## src/rtl/multicore_launch_arb.sv

```systemverilog
// Staggered reset launcher for an array of identical cores, plus a round-robin
// collector that funnels their results into one registered valid/ready stream.
module multicore_launch_arb #(
   parameter int N_CORES   = 37,
   parameter int DW        = 28,
   parameter int TW        = 4,
   parameter int STAGGER   = 9,
   parameter int TAG_MATCH = 0,
   parameter int CIDW      = $clog2(N_CORES)
) (
   input  logic                  clk,
   input  logic                  rst,
   input  logic                  start,
   input  logic                  halt,
   output logic [N_CORES-1:0]    core_rst,
   input  logic [N_CORES*DW-1:0] core_dout,
   input  logic [N_CORES*TW-1:0] core_tag,
   output logic [N_CORES-1:0]    core_ack,
   output logic [DW-1:0]         out_data,
   output logic [TW-1:0]         out_tag,
   output logic [CIDW-1:0]       out_core,
   output logic                  out_valid,
   input  logic                  out_ready,
   output logic                  launch_done
);

   localparam int CNTW = (STAGGER > 1) ? $clog2(STAGGER) : 1;

   typedef enum logic [1:0] {IDLE, LAUNCH, RUN} state_t;

   state_t             state_q, state_d;
   logic [CNTW-1:0]    cnt_q, cnt_d;
   logic [CIDW-1:0]    idx_q, idx_d;
   logic [N_CORES-1:0] coreRst_q, coreRst_d;
   logic               launchDone_q, launchDone_d;

   logic [N_CORES-1:0] req;
   logic [CIDW-1:0]    grantIdx;
   logic               found;
   logic               load;
   logic               grantEn;

   logic [DW-1:0]      outData_q;
   logic [TW-1:0]      outTag_q;
   logic [CIDW-1:0]    outCore_q;
   logic               outValid_q;
   logic [N_CORES-1:0] coreAck_q;
   logic [CIDW-1:0]    last_q;

   always_ff @(posedge clk or posedge rst) begin
      if (rst) begin
         state_q      <= IDLE;
         cnt_q        <= '0;
         idx_q        <= '0;
         coreRst_q    <= '1;
         launchDone_q <= 1'b0;
      end else begin
         state_q      <= state_d;
         cnt_q        <= cnt_d;
         idx_q        <= idx_d;
         coreRst_q    <= coreRst_d;
         launchDone_q <= launchDone_d;
      end
   end

   // Launcher: core 0 leaves reset with the start edge, each later core STAGGER clocks after the previous one
   always_comb begin
      state_d      = state_q;
      cnt_d        = cnt_q;
      idx_d        = idx_q;
      coreRst_d    = coreRst_q;
      launchDone_d = launchDone_q;
      if (halt) begin
         state_d      = IDLE;
         cnt_d        = '0;
         idx_d        = '0;
         coreRst_d    = '1;
         launchDone_d = 1'b0;
      end else begin
         case (state_q)
            IDLE: begin
               if (start) begin
                  state_d      = LAUNCH;
                  coreRst_d[0] = 1'b0;
                  cnt_d        = '0;
                  idx_d        = CIDW'(1);
               end
            end
            LAUNCH: begin
               if (cnt_q == CNTW'(STAGGER - 1)) begin
                  coreRst_d[idx_q] = 1'b0;
                  cnt_d            = '0;
                  if (idx_q == CIDW'(N_CORES - 1)) begin
                     state_d      = RUN;
                     launchDone_d = 1'b1;
                  end else begin
                     idx_d = idx_q + CIDW'(1);
                  end
               end else begin
                  cnt_d = cnt_q + CNTW'(1);
               end
            end
            RUN: ;
            default: state_d = IDLE;
         endcase
      end
   end

   always_comb begin
      req = '0;
      for (int i = 0; i < N_CORES; i++) begin
         if (TAG_MATCH == 0) req[i] = !coreRst_q[i] && (core_tag[i*TW +: TW] != '0);
         else                req[i] = !coreRst_q[i] && (core_tag[i*TW +: TW] == TW'(TAG_MATCH));
      end
   end

   // Round-robin: scan starting just after the last granted core, wrapping around
   always_comb begin
      int j;
      j        = 0;
      found    = 1'b0;
      grantIdx = '0;
      for (int k = 1; k <= N_CORES; k++) begin
         j = int'(last_q) + k;
         if (j >= N_CORES) j = j - N_CORES;
         if (!found && req[j]) begin
            found    = 1'b1;
            grantIdx = CIDW'(j);
         end
      end
   end

   assign load    = !outValid_q || out_ready;
   assign grantEn = load && found && !halt;

   always_ff @(posedge clk or posedge rst) begin
      if (rst) begin
         outData_q  <= '0;
         outTag_q   <= '0;
         outCore_q  <= '0;
         outValid_q <= 1'b0;
         coreAck_q  <= '0;
         last_q     <= CIDW'(N_CORES - 1);
      end else begin
         coreAck_q <= '0;
         if (grantEn) begin
            outData_q           <= core_dout[int'(grantIdx)*DW +: DW];
            outTag_q            <= core_tag[int'(grantIdx)*TW +: TW];
            outCore_q           <= grantIdx;
            outValid_q          <= 1'b1;
            coreAck_q[grantIdx] <= 1'b1;
            last_q              <= grantIdx;
         end else if (load) begin
            outValid_q <= 1'b0;
         end
      end
   end

   assign core_rst    = coreRst_q;
   assign core_ack    = coreAck_q;
   assign out_data    = outData_q;
   assign out_tag     = outTag_q;
   assign out_core    = outCore_q;
   assign out_valid   = outValid_q;
   assign launch_done = launchDone_q;

endmodule

```

## config.mk

```make
export PLATFORM = sky130hd
export DESIGN_NAME = multicore_launch_arb
export DESIGN_NICKNAME = d
export VERILOG_FILES = /design/src/rtl/multicore_launch_arb.sv
export SDC_FILE = /design/constraint.sdc
export NUM_CORES = 2
export LEC_CHECK = 0
export CAP_MARGIN = 20
export CELL_PAD_IN_SITES_DETAIL_PLACEMENT = 0
export CELL_PAD_IN_SITES_GLOBAL_PLACEMENT = 1
export CORE_AREA = 2 2 515 517
export CTS_BUF_LIST = sky130_fd_sc_hd__clkbuf_8
export CTS_CLUSTER_SIZE = 24
export DETAILED_ROUTE_END_ITERATION = 8
export DIE_AREA = 0 0 517 519
export PLACE_DENSITY_LB_ADDON = 0.1
export SETUP_SLACK_MARGIN = 0.15
export SYNTH_ARGS = -nofsm -noshare
export SYNTH_HDL_FRONTEND = slang
export SYNTH_SLANG_ARGS = --single-unit
export TNS_END_PERCENT = 50
```

## constraint.sdc

```tcl
create_clock -name clk -period 8.9 [get_ports clk]
set_clock_uncertainty 0.05 [all_clocks]
set_input_delay 2.225 -clock clk [delete_from_list [all_inputs] [get_ports clk]]
set_output_delay 2.225 -clock clk [all_outputs]
set_load 0.02 [all_outputs]
```

==> summary.md <==
The run finished, with violations left. The checks that failed: DRC, slew limit, setup timing. Counting every instance in the synthesized netlist gives 7,182.

The simple-gate share of the synthesized area came out at 27.1%. The count of boundary I/O pins is 1,303. The number of antenna violations at the first check in global routing was 227; the maximum number of pins on one net before global-route repair was 83.

The count of different cell masters after synthesis is 145, and the hold path depth is 1. The final net count came out at 12,300. The clock net in this run drives a total of 128 sinks.

The tightest min-delay check is of the flop to flop type. TritonCTS built the clock tree. Wires add up to 769,000 um.

The die is 517 um wide. The die is 519 um tall. Setup repair after global routing could not meet its margin everywhere.

The tools report the number of nets in the synthesized netlist as 8,407. Counting flops with a built-in enable in the synthesized netlist gives 0. In this design, the stage delay of the slowest critical-path cell is 1.31 ns. Buffers inserted during clock tree synthesis total 17. For the length of the first detailed-routing pass in iterations, the log shows 9. Static timing analysis puts the maximum clock frequency at 101 MHz.

The tools report the total instance count after detailed placement as 14,400. The first global-routing pass estimated 962,000 um of wire. The routed wire length per instance was 52.0 um. Sorting the synthesized cells by how often they occur yields sky130_fd_sc_hd__nand2_1 (950), sky130_fd_sc_hd__nor2_1 (615), sky130_fd_sc_hd__a21oi_1 (477).

The final clock period utilization by the worst path works out to 111%. The worst setup path is launched from an input port. The biggest area contributor in the post-synthesis netlist is sky130_fd_sc_hd__mux2i_1. At the worst endpoint, the arrival time is 10.38 ns. Detailed placement ended at an HPWL of 648,000 um. The share of Yosys cell area claimed by the top area cell type works out to 7.71%. Global routing used 55.2% of the available tracks.

For the hold violation count in the final report, the log shows 0. At the pin with the least slew margin, the transition time is 1.64 ns. The fraction of layout cells with a size suffix above 1 is 38.8%, and the mean number of vias per cell is 6.42. The tools report the kind of capture point of the worst setup path as a flop. The critical path in this run is classified as input port to flop. The global placement routability congestion is 1.17, and the xor/xnor cell area share of the yosys netlist is 3.31%. The post-synthesis async set-or-reset flop share was 100%; the area share of fa/ha/maj cells after synthesis was 0.927%.

The post-layout worst setup margin is -1.00 ns. In this run the tool buffered the top-level ports with 1,302 buffer cells. Measured in cells, the most critical reg-to-reg path has a length of 34. For this run, design rule violations remaining after detail routing come to 7. The tool flagged a number of max-cap violations equal to 0. The number of global-route vias before repair came out at 86,800. The post-synthesis area per instance came out at 6.76 sq um. The H-tree generated during clock tree synthesis spans 4 levels. The compound-gate portion of the synthesized area is 41.5%, and the headroom to the max-slew limit is -9.03%.

The routed via count was 95,000. The tools report the total number of yosys warnings as 0. The most used flip-flop cell after synthesis is sky130_fd_sc_hd__dfrtp_1. Global route total overflow: 0. The multiplexer fraction of the synthesized cell area is 12.6%, and the worst-skew pair later-pin latency is 0.64 ns. The cell area that synthesis handed to floorplanning was 0.0486 sq mm. The run gives 1 as the number of max-slew violations in the final report. After the first detailed-routing iteration, the DRC count stood at 16,000.

After synthesis, the cell types taking the most area are sky130_fd_sc_hd__mux2i_1 (7.7%), sky130_fd_sc_hd__nand2_1 (7.3%), sky130_fd_sc_hd__a21oi_1 (4.9%), sky130_fd_sc_hd__nor2_1 (4.8%), sky130_fd_sc_hd__dfrtp_1 (4.6%). At the placement stage, the worst setup path has a slack of -2.64 ns. Sequential cells were found to cover 6.69% of the synthesized design area. The worst path in the final design needs a cycle of 9.90 ns, including I/O delays and setup. The cell sitting at the root of the clock tree is a sky130_fd_sc_hd__clkbuf_8. The master of the slowest instance on the critical path was sky130_fd_sc_hd__a222oi_1. The placement row count was 189. After the flow finishes, the layout carries non-filler instances totaling 14,800. The area of the core was 0.263 sq mm. The run gives 18.4% as the effective utilization at floorplan. Data on the critical path is required at its endpoint by 9.37 ns. After synthesis, the largest family of logic cells by area is compound AO/OA/AOI/OAI gates. After synthesis the netlist holds a flip-flop and latch count of 128. The count of nets left with antenna violations once routing finished came out at 0. Fill cell instance count of the final layout: 28,100. The floorplan step defined a die boundary enclosing 0.268 sq mm. In this run the worst path has a maximum fanout of 5. The clock passes through at most 2 buffers. The area added between synthesis and finish is 100%. Among all cell types in the netlist, the one instantiated most often is sky130_fd_sc_hd__nand2_1. Clock-pin slew was measured on the worst setup and hold paths at 0.13 ns. Setup violations remaining at the end of the flow were counted as 36.
-- layout by cell type, fill, tap and decap left out, types with 133 or more instances in the layout --
cell type / netlist / routed
sky130_fd_sc_hd__clkdlybuf4s50_1: 0 / 1243
sky130_fd_sc_hd__buf_4: 60 / 2836
sky130_fd_sc_hd__nor3_1: 221 / 210
sky130_fd_sc_hd__a211oi_1: 154 / 133
sky130_fd_sc_hd__diode_2: 0 / 142
sky130_fd_sc_hd__o21ai_0: 417 / 382
sky130_fd_sc_hd__nand2_1: 950 / 934
sky130_fd_sc_hd__mux2i_1: 374 / 315
sky130_fd_sc_hd__nand3_1: 295 / 272
sky130_fd_sc_hd__nor2_1: 615 / 564
sky130_fd_sc_hd__buf_12: 1 / 337
sky130_fd_sc_hd__a21oi_1: 477 / 447
sky130_fd_sc_hd__o211ai_1: 175 / 175
-- cell families (layout without fill, tap and decap cells) --
kind of cell | after synthesis | count (layout)
mux | 517 | 517
other cells | 0 | 142
buf+inv | 783 | 4722
fa+ha+maj | 36 | 36
compound gates | 2791 | 2791
xor+xnor | 165 | 165
simple gates | 2762 | 2762
flops | 128 | 128
-- path summary, 6_finish.rpt --
check	from	to	slack, ns
hold / removal	out_data[20]	out_data[20]	0.46
hold reg to reg	out_data[20]	out_data[20]	0.46
setup / recovery	core_tag[82]	out_tag[1]	-1.00
min in group asynchronous	rst	out_core[2]	2.01
setup reg to reg	out_core[1]	out_tag[1]	-0.97
max in group asynchronous	rst	out_core[5]	5.47
-- registers in the layout (all words and copies together), names as in the netlist --
| signal | cells |
|---|---|
| out_tag | 4 |
| out_data | 28 |
| last_q | 2 |
| core_rst | 37 |
| state_q | 2 |
| core_ack | 37 |
| idx_q | 6 |
| out_core | 6 |
| launch_done | 1 |
| out_valid | 1 |
| cnt_q | 4 |
-- final cells by class --
class                      count  area, sq um  share of cell area (%)
sequential                   128         3270                    3.37
clock inverter                15          159                   0.164
tap                         3533         4420                    4.55
antenna                      142          355                   0.366
multi-input combinational   6271        45200                    46.6
timing repair buffer        4632        43200                    44.5
inverter                      58          234                   0.241
clock buffer                  17          234                   0.241
-- critical path: cells and delay by family --
family	cells	cell delay, ns
and+or+nand+nor	10	3.20
buffers and inverters	9	1.51
AOI/OAI and AO/OA	9	3.37
-- repair_timing --
action / CTS / global route
hold buffers: 0 / 0
hold endpoints to repair: 0 / 0
gates resized for setup: 491 / 436
cloned: 4 / 4
setup endpoints to repair: 74 / 60
setup buffers: 105 / 98
pin swaps: 123 / 162
-- per-layer routing --
layer  part of all wire, %  wire (um)  up-vias  global-route usage, %
met2                    38     293000     8734                   73.0
met5                 0.062        479        -                  0.108
met1                    36     281000    47400                   63.0
li1                      -          -    36200                      -
met3                    14     111000     2622                   30.3
met4                    11      84700       64                   48.3
-- through the flow --
| step | instance area (sq um) | TNS, ns | hold slack [ns] | utilization (%) |
|---|---|---|---|---|
| after floorplan | 48600 | 0 | 0.416 | - |
| after global placement | 90200 | -156.72 | 0.434 | 34.2 |
| after detailed placement | 90300 | -114.52 | 0.439 | 34.3 |
| after CTS | 93800 | -5.53 | 0.460 | 35.6 |
| after global routing | 96900 | -8.06 | 0.483 | 36.8 |
| final | 97100 | -11.25 | 0.459 | 36.9 |
Power is not shown: default switching activity piles up to over one toggle a cycle in this logic, so the estimate is an artifact.
